## src/rtl/cpu_pkg.sv

```systemverilog
// ============================================================================
// Module      : cpu_pkg
// Description : Shared widths, FSM state encoding and register reset values
//               for the operand register file.
// Revision    : 1.0 - initial release
// ============================================================================
`default_nettype none

package cpu_pkg;

  localparam int WIDTH   = 16;
  localparam int NREGS   = 8;
  localparam int FLAGS_W = 5;

  // Power-up operand pair presented to the ALU out of reset.
  localparam logic [15:0] c_reg1_rst = 16'h0001;
  localparam logic [15:0] c_reg2_rst = 16'h7FFF;

  typedef enum logic [1:0] {
    ST_IDLE  = 2'd0,
    ST_FETCH = 2'd1,
    ST_EXEC  = 2'd2,
    ST_WB    = 2'd3
  } state_e;

endpackage

`default_nettype wire

```

## src/rtl/reg_array.sv

```systemverilog
// ============================================================================
// Module      : reg_array
// Description : NREGS x WIDTH register storage, two combinational read ports,
//               one synchronous write port; register 0 is hardwired to zero.
// Revision    : 1.0 - initial release
// ============================================================================
`default_nettype none

module reg_array
  import cpu_pkg::*;
#(
  parameter int WIDTH = cpu_pkg::WIDTH,
  parameter int NREGS = cpu_pkg::NREGS,
  localparam int SELW = $clog2(NREGS)
) (
  input  logic             clk,
  input  logic             rst_n,
  input  logic             i_we,
  input  logic [SELW-1:0]  i_waddr,
  input  logic [WIDTH-1:0] i_wdata,
  input  logic [SELW-1:0]  i_raddr_a,
  input  logic [SELW-1:0]  i_raddr_b,
  output logic [WIDTH-1:0] o_rdata_a,
  output logic [WIDTH-1:0] o_rdata_b
);

  logic [NREGS-1:0][WIDTH-1:0] w_regs;

  genvar gi;
  for (gi = 0; gi < NREGS; gi++) begin : g_reg
    if (gi == 0) begin : g_zero
      assign w_regs[gi] = '0;
    end else begin : g_store
      localparam logic [WIDTH-1:0] c_rst_val =
        (gi == 1) ? WIDTH'(c_reg1_rst) :
        (gi == 2) ? WIDTH'(c_reg2_rst) : '0;

      logic [WIDTH-1:0] r_q;

      always_ff @(posedge clk or negedge rst_n) begin
        if (!rst_n) begin
          r_q <= c_rst_val;
        end else if (i_we && (i_waddr == SELW'(gi))) begin
          r_q <= i_wdata;
        end
      end

      assign w_regs[gi] = r_q;
    end
  end

  assign o_rdata_a = w_regs[i_raddr_a];
  assign o_rdata_b = w_regs[i_raddr_b];

endmodule

`default_nettype wire

```

## src/rtl/operand_regfile.sv

```systemverilog
// ============================================================================
// Module      : operand_regfile
// Description : Operand register file with a four-state sequencer that fetches
//               ALU operands and writes back either the ALU result or an
//               immediate.
// Revision    : 1.0 - initial release
// ============================================================================
`default_nettype none

module operand_regfile
  import cpu_pkg::*;
#(
  parameter int WIDTH = cpu_pkg::WIDTH,
  parameter int NREGS = cpu_pkg::NREGS,
  localparam int SELW = $clog2(NREGS)
) (
  input  logic               clk,
  input  logic               rst_n,
  input  logic               step,
  input  logic               load,
  input  logic [WIDTH-1:0]   imm,
  input  logic [SELW-1:0]    sel_a,
  input  logic [SELW-1:0]    sel_b,
  input  logic [SELW-1:0]    sel_d,
  input  logic [WIDTH-1:0]   alu_out,
  input  logic [FLAGS_W-1:0] alu_flags,
  output logic [WIDTH-1:0]   r1,
  output logic [WIDTH-1:0]   r2,
  output logic [FLAGS_W-1:0] flags_q,
  output logic               busy,
  output logic               done
);

  state_e             r_state;
  logic               r_done;
  logic [SELW-1:0]    r_sel_a;
  logic [SELW-1:0]    r_sel_b;
  logic [SELW-1:0]    r_sel_d;
  logic               r_load;
  logic [WIDTH-1:0]   r_imm;
  logic [WIDTH-1:0]   r_op_a;
  logic [WIDTH-1:0]   r_op_b;
  logic [FLAGS_W-1:0] r_flags;

  logic [WIDTH-1:0]   w_rd_a;
  logic [WIDTH-1:0]   w_rd_b;
  logic               w_accept;
  logic               w_we;
  logic [WIDTH-1:0]   w_wdata;

  assign w_accept = (r_state == ST_IDLE) && step;
  assign w_we     = (r_state == ST_WB);
  assign w_wdata  = r_load ? r_imm : alu_out;

  reg_array #(
    .WIDTH (WIDTH),
    .NREGS (NREGS)
  ) u_reg_array (
    .clk       (clk),
    .rst_n     (rst_n),
    .i_we      (w_we),
    .i_waddr   (r_sel_d),
    .i_wdata   (w_wdata),
    .i_raddr_a (r_sel_a),
    .i_raddr_b (r_sel_b),
    .o_rdata_a (w_rd_a),
    .o_rdata_b (w_rd_b)
  );

  always_ff @(posedge clk or negedge rst_n) begin
    if (!rst_n) begin
      r_state <= ST_IDLE;
      r_done  <= 1'b0;
    end else begin
      r_done <= 1'b0;
      case (r_state)
        ST_IDLE:  if (step) r_state <= ST_FETCH;
        ST_FETCH: r_state <= r_load ? ST_WB : ST_EXEC;
        ST_EXEC:  r_state <= ST_WB;
        ST_WB: begin
          r_state <= ST_IDLE;
          r_done  <= 1'b1;
        end
        default:  r_state <= ST_IDLE;
      endcase
    end
  end

  // Request fields are frozen at acceptance so later input changes cannot
  // disturb the operation in flight.
  always_ff @(posedge clk or negedge rst_n) begin
    if (!rst_n) begin
      r_sel_a <= '0;
      r_sel_b <= '0;
      r_sel_d <= '0;
      r_load  <= 1'b0;
      r_imm   <= '0;
    end else if (w_accept) begin
      r_sel_a <= sel_a;
      r_sel_b <= sel_b;
      r_sel_d <= sel_d;
      r_load  <= load;
      r_imm   <= imm;
    end
  end

  always_ff @(posedge clk or negedge rst_n) begin
    if (!rst_n) begin
      r_op_a  <= WIDTH'(c_reg1_rst);
      r_op_b  <= WIDTH'(c_reg2_rst);
      r_flags <= '0;
    end else begin
      if (r_state == ST_FETCH) begin
        r_op_a <= w_rd_a;
        r_op_b <= w_rd_b;
      end
      if (w_we && !r_load) begin
        r_flags <= alu_flags;
      end
    end
  end

  assign r1      = r_op_a;
  assign r2      = r_op_b;
  assign flags_q = r_flags;
  assign busy    = (r_state != ST_IDLE);
  assign done    = r_done;

endmodule

`default_nettype wire
```

## config.mk

```make
export PLATFORM = sky130hd
export DESIGN_NAME = operand_regfile
export DESIGN_NICKNAME = d
export VERILOG_FILES = /design/src/rtl/cpu_pkg.sv /design/src/rtl/reg_array.sv /design/src/rtl/operand_regfile.sv
export SDC_FILE = /design/constraint.sdc
export NUM_CORES = 1
export LEC_CHECK = 0
export BUFFER_PORTS_ARGS = -buffer_cell sky130_fd_sc_hd__buf_2
export CAP_MARGIN = 20
export CORE_ASPECT_RATIO = 0.6
export CORE_UTILIZATION = 35
export CTS_BUF_LIST = sky130_fd_sc_hd__clkbuf_16
export DETAILED_ROUTE_END_ITERATION = 8
export PLACE_DENSITY_LB_ADDON = 0.3
export SLEW_MARGIN = 20
export SYNTH_ARGS = -nofsm -noshare
export SYNTH_HDL_FRONTEND = slang
export SYNTH_SLANG_ARGS = --single-unit
```

## constraint.sdc

```tcl
create_clock -name clk -period 3.5 [get_ports clk]
set_clock_uncertainty 0.05 [all_clocks]
set_input_delay 0.175 -clock clk [delete_from_list [all_inputs] [get_ports clk]]
set_output_delay 0.175 -clock clk [all_outputs]
set_load 0.1 [all_outputs]
```

Word level (Yosys, flattened, before mapping):

Cells that the tools add are included.

* bits in registers: 178
* bits in latches: 0
* bits in writable memories: 0
* memory bits (read-only): 0
* input bits: 50
* output and inout port bits: 39
* memories kept: 0

* add/sub/neg operators: 0
* multipliers: 0
* div/mod/pow operators: 0
* order comparisons: 2
* equal/unequal tests: 11
* shift operators: 0
* mux-type cells: 9
* bitwise operators: 0
* reduce and logical (&&, ||, !) cells: 12

Operator list (number)
* binary-select mux 16 bit (select 3 bit): 2
* two-way mux 16 bit: 3
* equality test 3 bit (second input constant): 4
* logical AND 1 bit: 9
* less-than comparator 3 x 4 -> 1 bit (second input constant): 2
* case mux 2 bit (4 select lines): 1
* equality test 3 x 2 -> 1 bit (second input constant): 2
* equality test 2 bit (second input constant): 2
* equality test 3 x 1 -> 1 bit (second input constant): 1
* equality test 2 x 1 -> 1 bit (second input constant): 1
* logical NOT 2 bit: 1
* two-way mux 1 bit: 2
* two-way mux 2 bit: 1
* inequality test 2 bit (second input constant): 1
* nonzero test 2 bit: 1
* logical NOT 1 bit: 1

Depth between registers and ports, before layout:

Gate-level depths: netlist of the first run.

* depth in word-level cells: 2
* depth in mapped cells: 7
* mapped depth without buffers: 5

By module:

A second synthesis of the first run with hierarchy kept.

* cells, all modules: 628
* area total of the unflattened synthesis: 9113.7 um2

Modules (own cells, without submodules)
* reg_array: instances 1, cells an instance 459, area an instance 6267.3 um2
* operand_regfile: instances 1, cells an instance 169, area an instance 2846.5 um2

Worst setup path before layout of the first run:

No wires, ideal clock.

* kind: register to register
* from: register r_state[0]
* to: register r_state[0]
* library setup time: 0.083 ns
* data arrival time: 1.518 ns
* path slack: 1.849 ns
* cell stages (with the launch flop): 6
* clock period less this slack: 1.651 ns
* cells stage by stage: dfrtp_1 inv_1 ha_1 inv_1 o221ai_1 o21ai_0

* word-level cells in the longest chain between the ends: 2
* elaborated cells between the ends (all ways): 6

Ends and longest elaborated chain
* start, declared: line operand_regfile.sv:34 `state_e r_state;`
* start signal, assigned: line operand_regfile.sv:78 `ST_FETCH: r_state <= r_load ? ST_WB : ST_EXEC;`
* equality test 2 bit (tied with other cells): line operand_regfile.sv:76 `case (r_state)`
* case mux 2 bit (4 select lines) or inequality test 2 bit (tied branches)

Several ways; a longest one is shown, not always the timed one.
A chain may end at the register's enable or synchronous reset.

Worst setup path after layout of the first run:

* from: register r_state[1]
* to: register r_op_a[8] (netlist: r1[8])

* word-level cells in the longest chain between the ends: 1

Ends and longest elaborated chain
* equality test 2 x 1 -> 1 bit: line operand_regfile.sv:113 `if (r_state == ST_FETCH) begin`
* end signal, assigned: line operand_regfile.sv:109 `r_op_a <= WIDTH'(c_reg1_rst);`
* end signal, assigned: line operand_regfile.sv:114 `r_op_a <= w_rd_a;`
* end, declared: line operand_regfile.sv:41 `logic [WIDTH-1:0] r_op_a;`

No other way between the ends.

==> metrics.yaml, run 1 <==
critical_path:
  cp-start-kind: "flip-flop"
  crit_required_ps: 3750
  end_kind: "flip-flop"
  critPathMaxStageDelay_ps: 630
  critPathKind: "flip-flop to flip-flop"
  regToRegSetupSlack_ps: 1060
  worst_r2r_path_depth: 6
  path_delay_family: "simple AND/OR/NAND/NOR gates"
  slowest_stage: "nand2b_1"
  crit_fanout: 32
  path_cells: "inv_1 -> ha_2 -> buf_4 -> nand2b_1 -> a221oi_1 -> a211oi_1"
  r2r_start: "r_state[1]"
  critPathArrivalTime_ps: 2690
  worst-path-buf-inv: 2
  reg2reg_to: "r1[8]"
sta:
  drv_slew: 0
  slew_headroom_pct: 30.3
  finalHoldViolCount: 0
  fin_setup_tns_ps: 0
  tightest_slew_ps: 1050
  setup_violations: 0
  fmax_mhz: 410
  period_share_pct: 69.6
  fin_crit_ps: 2440
  rsz0062_at_grt: "false"
  whs_ps: 58.9
cts:
  cts_tree: "built"
  clk_latency_ps: 440
  postCtsSetupRepairBufs: 0
  cts-htree-levels: 4
  cts_root_buffer: "clkbuf_16"
  cts.repair.resized: 0
  cts_num_sinks: 178
  cts_made_buffers: 17
  ctsHoldBuffers: 32
  cts_max_path_buffers: 2
  clk_pin_slew_worst_paths_ps: 70
power:
  pwr-share-seq_pct: 34.7
  p_sw_share_pct: 46.8
  power_density_nw_per_um2: 1160
  intPower_uw: 6220
  leakagePower_uw: 0.00422
  pwr-share-comb_pct: 49.0
  ir_drop_mv: 0.844
  p_sw_uw: 5470
  p_clk_share_pct: 16.3
die:
  io_pins: 89
  die_h_um: 122
  start_util_pct: 36.2
  rows: 43
  dieArea_um2: 24800
  core_um2: 23400
  die_width_um: 203
synth:
  synthArstFlopShare_pct: 100
  synth_area_um2: 8470
  syn_nets: 819
  synthMostInstantiatedCell: "dfrtp_1"
  syn_inst: 765
  synth.top_cell.area_share_pct: 43.1
  synthTopCellsByCount: "dfrtp_1 (146), mux2_2 (108), nor2_1 (80)"
  synth_top_flop_cell: "dfrtp_1"
  ys_seq_area_share_pct: 53.1
  ys_warn_count: 0
  synth.distinct_cells: 27
  synth.largest_area_cell: "dfrtp_1"
  synth.area.top_cells: "dfrtp_1 (43%), mux2_2 (14%), dfstp_2 (9.9%), o21ai_0 (3.8%), nor2_1 (3.5%)"
  syn-mean-instance-area_um2: 11.1
  synth_edf_count: 0
  ys_ff_latch: 178
routing:
  viasPerCell: 5.31
  ant_nets: 0
  dr_total_vias: 6333
  drc_errors: 0
  wl_um: 24400
  drtPass1Iterations: 5
  wl_per_cell_um: 20.5
  drt_iter0_drc: 407
grt:
  gr-usage-all-layers_pct: 20.8
  grt_max_degree: 89
  grt_pass1_vias: 6393
  grt_pass1_wl_um: 38200
  antenna_found_initial: 0
  grt-ovfl-total: 0
job:
  maxCapViolations: 0
placement:
  io_buffers: 88
  place_congestion: 0.771
  dp_hpwl_um: 14900
cells_and_area:
  nFillCells: 2256
  layout-drive-gt1-share_pct: 32.7
  fin_nets: 918
  syn_to_final_growth_pct: 19.0
  n_antenna_cell: 0
hold_path:
  hp-class: "primary input to flip-flop"
  hold_start: "step"
  min_to: "r_state[0]"
  hold_depth: 3
status:
  outcome: "complete, no violations"
[worst max-delay path by stage]
stage,cells after the start,slack [ps],start,endpoint
after floorplan,5,1850,r_state[0],r_state[0]
after detailed placement,6,1160,r_state[1],r1[8]
after CTS,6,1130,r_state[1],r1[8]
after global routing,6,950,r_state[1],r1[8]
after global placement,6,1210,r_state[1],r1[8]
final,6,1060,r_state[1],r1[8]
[final cells by class]
type	count	area [um2]	area share, %
clock buffers	17	425	4.22
clock inverters	15	141	1.40
inverters	3	11.3	0.112
multi-input cells	521	3640	36.1
flip-flops and latches	178	4500	44.6
well taps	315	394	3.91
repair buffers	143	965	9.58
[placed cells by master (no fill, tap or decap), types with 33 or more instances in the layout]
master,netlist,routed
dfrtp_1,146,144
mux2_2,108,108
buf_2,24,87
nor2_1,80,80
nand2_1,67,67
o21ai_0,65,65
a21oi_1,48,48
a211oi_1,33,33
[per-layer routing]
metal	routed length (um)	track usage, %
met5	0	0
met3	1340	4.62
met4	331	6.53
met1	12400	30.8
met2	10400	30.0
[flip-flops by register name (all words and copies together) (netlist names), 2 cells and up]
register,cells
r_sel_a,3
r_sel_d,3
flags_q,5
r_sel_b,3
r2,16
r_state,2
r1,16
r_imm,16
u_reg_array.g.g_store.r_q,112
[worst min-delay path, stage by stage]
cell      delay (ps)
buf_2            110
o221ai_1         130
o21ai_0           90
[power groups by stage]
stage,combinational (uW),sequential [uW],clock (uW)
finish,5730,4060,1900
global route,6160,4190,2030
CTS,5740,4040,1940
detailed placement,5700,4050,0
global placement,5620,4040,0
floorplan,3210,5160,0
[logic make-up (layout without fill, tap and decap cells)]
family	Yosys count	count (layout)	share of synthesized area, %
flip-flops	178	178	53.1
multiplexers	144	144	18.9
AO/OA/AOI/OAI	211	211	15.4
adder cells (fa/ha/maj)	4	4	0.591
buffers and inverters	66	178	4.14
AND/OR/NAND/NOR	162	162	7.90
[stage by stage]
stage / power, uW / util (%) / setup WS [ps] / cell area (um2) / std cells
floorplan: 8370 / - / 1850 / 8470 / 765
global placement: 9660 / 39.3 / 1210 / 9190 / 1128
detailed placement: 9760 / 39.3 / 1160 / 9190 / 1128
CTS: 11700 / 43.0 / 1130 / 10100 / 1192
global route: 12400 / 43.0 / 949 / 10100 / 1192
finish: 11700 / 43.0 / 1060 / 10100 / 1192
Note: power is estimated with default switching activity, not from simulation.
==> run 2: changes to the inputs <==
- clock period: 3.5 -> 2.02 ns (I/O delays scaled with it)
==> metrics.yaml, run 2 (synthesis results as in run 1) <==
status:
  outcome: "complete, no violations"
cells_and_area:
  layout_common_cells: "dfrtp_1 (144), mux2_2 (108), buf_2 (87)"
  mostFrequentLayoutCell: "dfrtp_1"
  largest-register: "u_reg_array.g.g_store.r_q"
  fin_nets: 945
  largest_register_ffs: 112
  n_antenna_cell: 0
  syn_to_final_growth_pct: 22.7
  layout-drive-gt1-share_pct: 33.9
cts:
  cts_max_path_buffers: 2
  postCtsSetupRepairBufs: 0
  cts_root_buffer: "clkbuf_16"
  cts-htree-levels: 4
  clk_pin_slew_worst_paths_ps: 70
  cts_num_sinks: 178
  cts_made_buffers: 17
  cts_tree: "built"
  clk_latency_ps: 440
routing:
  wl_per_cell_um: 19.5
  drtPass1Iterations: 5
  dr_total_vias: 6459
  drc_errors: 0
  drt_iter0_drc: 431
  ant_nets: 0
  wl_um: 23700
  viasPerCell: 5.30
critical_path:
  end_kind: "flip-flop"
  critPathKind: "flip-flop to flip-flop"
  crit_fanout: 8
  critPathArrivalTime_ps: 2130
  cp-start-kind: "flip-flop"
  crit_required_ps: 2300
grt:
  grt_pass1_wl_um: 37600
  grt_pass1_vias: 6375
  grt_max_degree: 55
  grt-ovfl-total: 0
  antenna_found_initial: 0
  gr-usage-all-layers_pct: 20.3
die:
  io_pins: 89
  rows: 43
  die_width_um: 203
  core_um2: 23400
  die_h_um: 122
  start_util_pct: 36.2
  dieArea_um2: 24800
sta:
  rsz0062_at_grt: "false"
  fmax_mhz: 540
  whs_ps: 53.8
  fin_crit_ps: 1850
  fin_setup_tns_ps: 0
  period_share_pct: 91.6
  tightest_slew_ps: 735
  setup_violations: 0
  drv_slew: 0
  finalHoldViolCount: 0
  slew_headroom_pct: 50.9
job:
  maxCapViolations: 0
placement:
  place_congestion: 0.792
  io_buffers: 88
  dp_hpwl_um: 15500
hold_path:
  hp-class: "primary input to flip-flop"
power:
  leakagePower_uw: 0.00441
  power_density_nw_per_um2: 1980
  ir_drop_mv: 1.19
-- run 2: changes by cell type in the layout (fill, tap and decap cells not counted), moves of 3 or more --
| cell | previous run | this run |
|---|---|---|
| buf_4 | 21 | 38 |
| buf_12 | 2 | 11 |
| inv_1 | 3 | 7 |
| clkinvlp_4 | 3 | 0 |
-- run 2: critical path, stage by stage, from the launching register on --
cell	delay, ps
dfrtp_1	470
nor2b_1	620
buf_4	290
a221oi_1	100
a211oi_1	220
-- run 2: area by class of cell --
type	count	area, um2
multi-input cells	521	3640
well taps	315	394
repair buffers	170	1280
clock inverters	14	135
flip-flops and latches	178	4500
fillers	2244	13000
inverters	3	11.3
clock buffers	17	425
-- run 2: repair_timing --
item                      CTS  global route
gates resized for setup     0             0
hold buffers               33             0
hold endpoints to repair  180             0
-- run 2: power by group --
group	leakage, uW	internal (uW)	switching (uW)
logic	0.00212	3840	6610
clock network	0.000291	1890	1340
registers	0.00200	5530	1410
-- run 2: stage by stage --
stage | instances | setup slack (ps) | cell area, um2 | utilization, % | power (uW)
floorplan | 765 | 369 | 8470 | - | 14500
global placement | 1154 | 313 | 9500 | 40.6 | 17200
detailed placement | 1154 | 218 | 9500 | 40.6 | 17300
CTS | 1218 | 194 | 10400 | 44.4 | 20700
global route | 1218 | 62.9 | 10400 | 44.4 | 21900
finish | 1218 | 169 | 10400 | 44.4 | 20600
-- run 2: worst paths after layout --
check	startpoint	cells after the start	slack (ps)	to
worst max register to register	r_sel_a[0]	4	170	r1[1]
worst min-delay path	alu_out[9]	4	50	u_reg_array.g_reg[1].g_store.r_q[9]
max in group asynchronous	rst_n	3	1070	r2[12]
worst min register to register	u_reg_array.g_reg[3].g_store.r_q[1]	2	450	u_reg_array.g_reg[3].g_store.r_q[1]
worst max-delay path	r_sel_a[0]	4	170	r1[1]
min in group asynchronous	rst_n	2	90	r_imm[6]
-- run 2: per-layer routing --
metal	vias up	wire [um]	track usage, %
met1	3215	11800	30.1
met3	15	1550	4.65
met2	194	10200	29.9
met5	-	0	0
li1	3035	-	-
met4	0	178	4.79
==> run 3: changes to the inputs <==
- CAP_MARGIN: 20 -> 25
- CELL_PAD_IN_SITES_DETAIL_PLACEMENT: unset -> 1
- CELL_PAD_IN_SITES_GLOBAL_PLACEMENT: unset -> 1
- CORE_UTILIZATION: 35 -> 30
==> metrics.yaml, run 3 (synthesis results as in run 1) <==
cts:
  cts_root_buffer: "clkbuf_16"
  cts_made_buffers: 17
  clk_latency_ps: 450
  cts_max_path_buffers: 2
  cts_num_sinks: 178
  cts_tree: "built"
  cts.repair.resized: 0
  clk_pin_slew_worst_paths_ps: 70
  cts-htree-levels: 4
job:
  maxCapViolations: 0
power:
  power_density_nw_per_um2: 1990
  ir_drop_mv: 1.40
  leakagePower_uw: 0.00442
routing:
  viasPerCell: 5.18
  dr_total_vias: 6584
  drc_errors: 0
  drt_iter0_drc: 474
  wl_um: 26600
  wl_per_cell_um: 20.9
  drtPass1Iterations: 4
  ant_nets: 0
sta:
  rsz0062_at_grt: "false"
  setup_violations: 0
  fmax_mhz: 525
  period_share_pct: 94.4
  slew_headroom_pct: 51.4
  fin_crit_ps: 1910
  finalHoldViolCount: 0
  drv_slew: 0
  fin_setup_tns_ps: 0
  tightest_slew_ps: 709
grt:
  grt_pass1_wl_um: 41900
  grt_pass1_vias: 6967
  gr-usage-all-layers_pct: 19.5
  grt-ovfl-total: 0
  antenna_found_initial: 0
  grt_max_degree: 61
critical_path:
  reg2reg_to: "r2[15]"
  crit_end: "busy"
  crit_start: "r_state[0]"
  crit_fanout: 4
  regToRegSetupSlack_ps: 290
  worst_r2r_path_depth: 4
  critPathArrivalTime_ps: 1750
  end_kind: "output port"
  r2r_start: "r_sel_b[1]"
  critPathKind: "flip-flop to output port"
  crit_required_ps: 1870
  cp-start-kind: "flip-flop"
die:
  rows: 47
  start_util_pct: 30.6
  dieArea_um2: 28900
  die_h_um: 132
  core_um2: 27600
  io_pins: 89
  die_width_um: 219
hold_path:
  hp-class: "primary input to flip-flop"
  hold_depth: 4
cells_and_area:
  n_antenna_cell: 0
  layout-drive-gt1-share_pct: 34.3
  fin_nets: 945
  mostFrequentLayoutCell: "dfrtp_1"
  syn_to_final_growth_pct: 24.2
  layout_common_cells: "dfrtp_1 (144), mux2_2 (108), buf_2 (87)"
  largest_register_ffs: 112
  fin_util_pct: 38.1
  largest-register: "u_reg_array.g.g_store.r_q"
placement:
  place_congestion: 0.759
  dp_hpwl_um: 17900
  io_buffers: 88
status:
  outcome: "complete, no violations"
-- run 3: changes by cell type in the layout (fill, tap and decap cells not counted) --
cell	change
clkinv_2	+2
buf_4	-6
buf_12	+6
clkinv_1	-1
clkinvlp_4	+2
bufinv_16	-1
clkinv_4	+1
inv_1	-2
-- run 3: power by group --
part	internal, uW	switching [uW]
sequential	5530	1460
combinational	3920	6830
clock	1790	1460
total	11200	9740
-- run 3: how the worst min path moves through the flow --
stage	from	end	slack (ps)
4_1_cts	alu_out[5]	u_reg_array.g_reg[1].g_store.r_q[5]	40
5_1_grt	alu_out[13]	u_reg_array.g_reg[2].g_store.r_q[13]	60
3_3_place_gp	rst_n	r_imm[9]	20
2_1_floorplan	rst_n	done	-240
6_report	alu_out[12]	u_reg_array.g_reg[4].g_store.r_q[12]	60
3_5_place_dp	rst_n	r_imm[9]	20
-- run 3: layout make-up --
type | instances | area, um2
clock buffers | 17 | 425
clock inverters | 15 | 128
fillers | 3087 | 17100
inverters | 3 | 11.3
multi-input cells | 521 | 3640
flip-flops and latches | 178 | 4500
well taps | 367 | 459
repair buffers | 170 | 1360
-- run 3: metal layers --
layer	GRT usage, %	up-vias	wire length, um
met1	29.4	3406	13700
met5	0	-	0
met3	4.31	21	1150
met2	27.7	127	11400
met4	5.29	0	350
li1	-	3030	-
-- run 3: timing repair --
action / in CTS / in global routing
endpoints found under the hold margin: 164 / 0
endpoints found under the setup margin: 0 / 0
hold buffers: 33 / 0
buffers inserted: 0 / 0
-- run 3: metrics by stage --
| step | cell area, um2 | cells | total power, uW | worst slack [ps] | hold WS, ps |
|---|---|---|---|---|---|
| after floorplan | 8470 | 765 | 14500 | 369 | -245 |
| after detailed placement | 9640 | 1206 | 17700 | 304 | 15.5 |
| final | 10500 | 1271 | 21000 | 114 | 59.2 |
| after global placement | 9640 | 1206 | 17500 | 369 | 18.3 |
| after CTS | 10500 | 1271 | 21100 | 84.3 | 40.4 |
| after global routing | 10500 | 1271 | 22200 | 35.9 | 57.1 |
-- run 3: critical path, stage by stage, from the launching register on --
cell	delay (ps)
dfrtp_1	380
inv_1	100
ha_1	240
inv_1	130
buf_2	450
